[config.mk]
export PLATFORM = sky130hd
export DESIGN_NAME = mod_counter
export DESIGN_NICKNAME = d
export VERILOG_FILES = /design/src/rtl/mod_counter.sv
export SDC_FILE = /design/constraint.sdc
export NUM_CORES = 1
export LEC_CHECK = 0
export ABC_AREA = 1
export BUFFER_PORTS_ARGS = -buffer_cell sky130_fd_sc_hd__buf_2
export CORE_UTILIZATION = 54
export CTS_CLUSTER_DIAMETER = 150
export DETAILED_ROUTE_END_ITERATION = 7
export PLACE_DENSITY = 0.83
export SETUP_SLACK_MARGIN = 0.15
export SLEW_MARGIN = 10
export SYNTH_ARGS = -nofsm -noshare
export SYNTH_HDL_FRONTEND = slang
export SYNTH_SLANG_ARGS = --single-unit
export TNS_END_PERCENT = 20
[constraint.sdc]
create_clock -name clk -period 3.5 [get_ports clk]
set_input_delay 0.35 -clock clk [delete_from_list [all_inputs] [get_ports clk]]
set_output_delay 0.35 -clock clk [all_outputs]
set_load 0.02 [all_outputs]
[src/rtl/mod_counter.sv]
// Modulo-M up/down counter with sync clear, clamped parallel load, prescaled enable and
// terminal-count flags. Define MOD_COUNTER_SAT_EN to add the `sat` port (saturate instead of wrap).
module mod_counter #(
  parameter int unsigned     N = 8,
  parameter longint unsigned M = 64'd1 << N,
  parameter int unsigned     P = 1
) (
  input  logic         clk,
  input  logic         reset,
  input  logic         clr,
  input  logic         load,
  input  logic [N-1:0] d,
  input  logic         en,
  input  logic         up,
`ifdef MOD_COUNTER_SAT_EN
  input  logic         sat,
`endif
  output logic [N-1:0] q,
  output logic         max_tick,
  output logic         min_tick,
  output logic         step,
  output logic         wrap
);

  localparam logic [N-1:0] MAX = N'(M - 64'd1);

  logic [N-1:0] r_q;
  logic         r_wrap;
  logic [N-1:0] w_load_val;
  logic         w_pdone;
  logic         w_step;
  logic         w_at_end;
  logic         w_sat;

`ifdef MOD_COUNTER_SAT_EN
  assign w_sat = sat;
`else
  assign w_sat = 1'b0;
`endif

  // With a full power-of-two modulus every load value is already in range.
  if (M < (64'd1 << N)) begin : g_clamp
    assign w_load_val = (d > MAX) ? MAX : d;
  end else begin : g_noclamp
    assign w_load_val = d;
  end

  if (P > 1) begin : g_pre
    localparam int unsigned PW = $clog2(P);
    logic [PW-1:0] r_pcnt;

    assign w_pdone = (r_pcnt == PW'(P - 1));

    always_ff @(posedge clk or negedge reset) begin
      if (!reset) begin
        r_pcnt <= '0;
      end else if (clr || load) begin
        r_pcnt <= '0;
      end else if (en) begin
        r_pcnt <= w_pdone ? '0 : r_pcnt + PW'(1);
      end
    end
  end else begin : g_nopre
    assign w_pdone = 1'b1;
  end

  // Reset gates step so it reads 0 while the counter is held in reset.
  assign w_step   = reset & en & ~clr & ~load & w_pdone;
  assign w_at_end = up ? (r_q == MAX) : (r_q == '0);

  always_ff @(posedge clk or negedge reset) begin
    if (!reset) begin
      r_q    <= '0;
      r_wrap <= 1'b0;
    end else begin
      r_wrap <= 1'b0;
      if (clr) begin
        r_q <= '0;
      end else if (load) begin
        r_q <= w_load_val;
      end else if (w_step) begin
        if (w_at_end) begin
          if (!w_sat) begin
            r_q    <= up ? '0 : MAX;
            r_wrap <= 1'b1;
          end
        end else begin
          r_q <= up ? r_q + N'(1) : r_q - N'(1);
        end
      end
    end
  end

  assign q        = r_q;
  assign wrap     = r_wrap;
  assign step     = w_step;
  assign max_tick = (r_q == MAX);
  assign min_tick = (r_q == '0);

endmodule

# Yosys cells after proc, flatten, opt, wreduce, memory -nomap -nowiden
# Cells that the tools add are included.
[word_totals]
word_cells = 23
inputBits = 14
output_inout_bits = 12
register_bits = 9
[op_classes]
bitwise = 5
add_sub_neg = 2
n_eq_ne = 1
mux = 11
reduce_logical = 2
[op_table]
columns = ["cell", "n"]
rows = [
  ["8-bit two-way mux", 6],
  ["8-bit by 1-bit adder with 8-bit output (second input constant)", 1],
  ["8-bit equality test (second input constant)", 1],
  ["8-bit logical NOT", 1],
  ["8-bit by 1-bit subtractor with 8-bit output (second input constant)", 1],
  ["1-bit two-way mux", 5],
  ["1-bit AND", 3],
  ["3-bit nonzero test", 1],
  ["1-bit NOT", 2],
]

# Longest topological paths before layout
[depth]
depth_word = 6
mapped_depth = 11
mapped_depth_nobuf = 11

# Worst setup path before layout
# No wires, ideal clock.
[synth_path]
path_type = "flip-flop to output port"
from = "reg r_q[5], in the netlist q[5]"
to = "out max_tick"
path_buffers = 0
t_arrival_ns = 1.321
slack_ns = 1.829
path_stages_with_launch = 3
t_required_ns = 3.150
path_cell_list = "dfrtp_1 -> nand2_1 -> nor4_1"
[synth_between]
elab_chain_len = 1
[synth_lines]
columns = ["element", "line", "text"]
rows = [
  ["start, declared", "27", "logic [N-1:0] r_q;"],
  ["start signal, assigned", "80", "r_q <= w_load_val;"],
  ["start signal, assigned", "84", "r_q <= up ? '0 : MAX;"],
  ["start signal, assigned", "88", "r_q <= up ? r_q + N'(1) : r_q - N'(1);"],
  ["8-bit equality test", "97", "assign max_tick = (r_q == MAX);"],
  ["end, declared", "19", "output logic max_tick,"],
]
# Every way passes these cells.

# Worst setup path after layout
[layout_path]
from = "in reset"
to = "out step"
[layout_between]
elab_chain_len = 3
[layout_lines]
columns = ["element", "line", "text"]
rows = [
  ["start, declared", "9", "input logic reset,"],
  ["1-bit AND (3 in series)", "68", "assign w_step = reset & en & ~clr & ~load & w_pdone;"],
  ["end, declared", "21", "output logic step,"],
]
# Every way passes these cells.

==> reports/summary.txt <==
Area delta synth->final = 20.9%
Pin count of the biggest net entering global routing = 11
Synthesized net count = 158
Worst slew pin tran = 0.340 ns
PwrDens = 383 mW/mm^2
Post-Place Cell Area = 0.00101 sq mm
Clk_skew = 0.00390 ns
CTS root buffer = clkbuf_4
R2R setup slack = 1.84 ns
Slew Viols, Final = 0
Nets = 189
Number of synthesized register bits = 9
DRC Markers = 0
Crit. End Element = primary output
CTS sink cnt = 9
Hold EP = q[4]
Reg2Reg Depth = 10
Max Buffers Root-to-Sink = 2
Full die area = 0.00177 sq mm
Via density per instance = 5.23
Worst relative slew slack = 0.773
DP Wirelength = 1770 microns
Final Instance Area = 0.00105 sq mm
Commonest non-fill, non-tap cell in the layout = nand2_1
RSZ-0062 raised after global routing = no
Setup CP Type = in -> out
Via Count = 957
Register share of total power = 0.338
TNS Setup = 0 ns
Port bufs = 25
Worst Setup Start Kind = input pin
DR iter-0 viols = 35
Top delay family on crit path = buffers and inverters
Max-cap violations = 0
Avg WL per Cell = 11.9 microns
Final WL = 2180 microns
Total gr overflow = 0
Switching portion of total power = 0.427
Final setup vio count = 0
Slowest cell on the critical path = dlygate4sd3_1
Final Hold Violating Endpoints = 0
Fmax = 505 MHz
Top Ports = 26
Max IR drop VDD = 0.283 mV
Initial Util = 0.577
Routability cong. = 0.885
GR Util All Layers = 0.281
CTS tree = done
Sw Pwr = 172 uW
Final period utilization = 0.566
Setup WS post-layout = 1.52 ns
Worst hold path stage count = 4
Die Wd = 42.1 microns
P_int = 231 uW
CP cell instances = dlygate4sd3_1 > buf_2 > nand2_1 > nor3_1 > buf_2
CTS H-Tree Depth = 1
Worst Path Arrival = 1.63 ns
Die H = 42.1 microns
Hold/Removal Path Class = in -> reg
Worst hold start = d[4]
Worst path max stage delay = 0.52 ns
Distinct cells, synth = 26
Vias in the first global route = 880
Leakage power = 0.000621 uW
CP max FO = 10
FF-to-FF End = q[4]
Num CTS Buffers = 3
Buf+Inv Stages, Crit Path = 3
Syn. warnings = 0
Clock power share = 0.207
Row count = 14
Pre-CTS setup slack = 1.57 ns
Worst path required time = 3.15 ns
Filler instances = 139
Synthesized instance count = 137
CORE AREA = 0.00151 sq mm
Final core utilization = 0.698
Layout cells sized above 1 = 0.234
Pre-Repair DR Iteration Count = 4
Status = finished clean
Syn Area/Cell = 6.35 sq um
Initial antenna violation count = 0
Ant. Diodes = 0
CP startpoint = reset
Final min period = 1.98 ns
Synthesized cell area = 870 sq um
Most frequent cells in the layout = 49 x nand2_1, 25 x buf_2, 20 x nor2_1, 15 x inv_1, 11 x nand3_1
Clock latency on the worst-skew pair = 0.27 ns
Setup bufs post-CTS = 0
Most frequent CP cell = buf_2
Post-synthesis sequential area ratio = 0.259
Post-route ant nets = 0
Comb power frac = 0.455
CTS clk-pin slew, worst paths = 0.06 ns
Launching point of the worst reg2reg path = q[0]
First-pass GRT wire length = 3780 microns
[metrics by stage]
stage	hold slack [ns]	power, uW	cells
3_3_place_gp	0.225	313	178
3_5_place_dp	0.225	318	178
4_1_cts	0.396	403	183
2_1_floorplan	0.0544	264	137
5_1_grt	0.439	434	183
6_report	0.401	403	183
[sequential cells by signal (all words and copies together) (netlist names)]
register and count:
wrap 1, q 8
[logic make-up after synthesis]
| group | Yosys count | synth area share |
|---|---|---|
| AND/OR/NAND/NOR | 92 | 0.453 |
| buffers and inverters | 17 | 0.0763 |
| AO/OA/AOI/OAI | 9 | 0.0720 |
| flip-flops | 9 | 0.259 |
| adder cells (fa/ha/maj) | 7 | 0.109 |
| XOR/XNOR | 3 | 0.0302 |
[worst min-delay path, delay by kind of cell]
family / cells / cell delay, ns
buf+inv: 1 / 0.07
simple gates: 3 / 0.21
[power by group through the flow]
stage               registers, uW  logic [uW]  clock network (uW)
floorplan                     147         117                   0
global placement              137         176                   0
detailed placement            137         180                   0
CTS                           136         182                84.8
global route                  138         208                88.0
finish                        136         183                83.2
[worst max path at each step]
stage	to	slack (ns)	depth (start not counted)
detailed placement	q[5]	1.57	10
global route	step	1.35	5
floorplan	max_tick	1.83	2
CTS	step	1.51	5
global placement	q[4]	1.61	9
finish	step	1.52	5
[metal layers]
metal	routed length, microns	global-route usage	vias to the layer above
met3	133	0.0431	4
met5	0	0	-
met4	24	0.119	0
met2	986	0.434	37
met1	1040	0.392	425
li1	-	-	491
[timing repair]
| item | 4_1_cts | 5_1_grt |
|---|---|---|
| endpoints found under the hold margin | 9 | 0 |
| gates resized for setup | 0 | 0 |
| hold buffers | 1 | 0 |
| setup endpoints to repair | 0 | 0 |
[cells in the mapped netlist (all sizes together)]
cell,instances,area share
fa,1,0.023
nand4,1,0.0072
dfrtp,9,0.26
a21boi,1,0.0086
a21oi,3,0.030
xnor2,1,0.010
nand2,51,0.23
or2,4,0.029
xor2,2,0.020
a21o,1,0.0086
o21ai,3,0.017
o22ai,1,0.0072
nand3b,1,0.0086
nor4,1,0.0072
nor2,22,0.11
inv,17,0.076
nand3,11,0.063
nor3,1,0.0057
ha,6,0.086
[area by class of cell]
class | instances | area (sq um) | share of cell area
multi-input cells | 111 | 578 | 0.550
flip-flops and latches | 9 | 225 | 0.214
repair buffers | 26 | 135 | 0.129
clock buffers | 4 | 26.3 | 0.0250
inverters | 17 | 66.3 | 0.0631
well taps | 16 | 20.0 | 0.0190
Note: power is estimated with default switching activity, not from simulation.
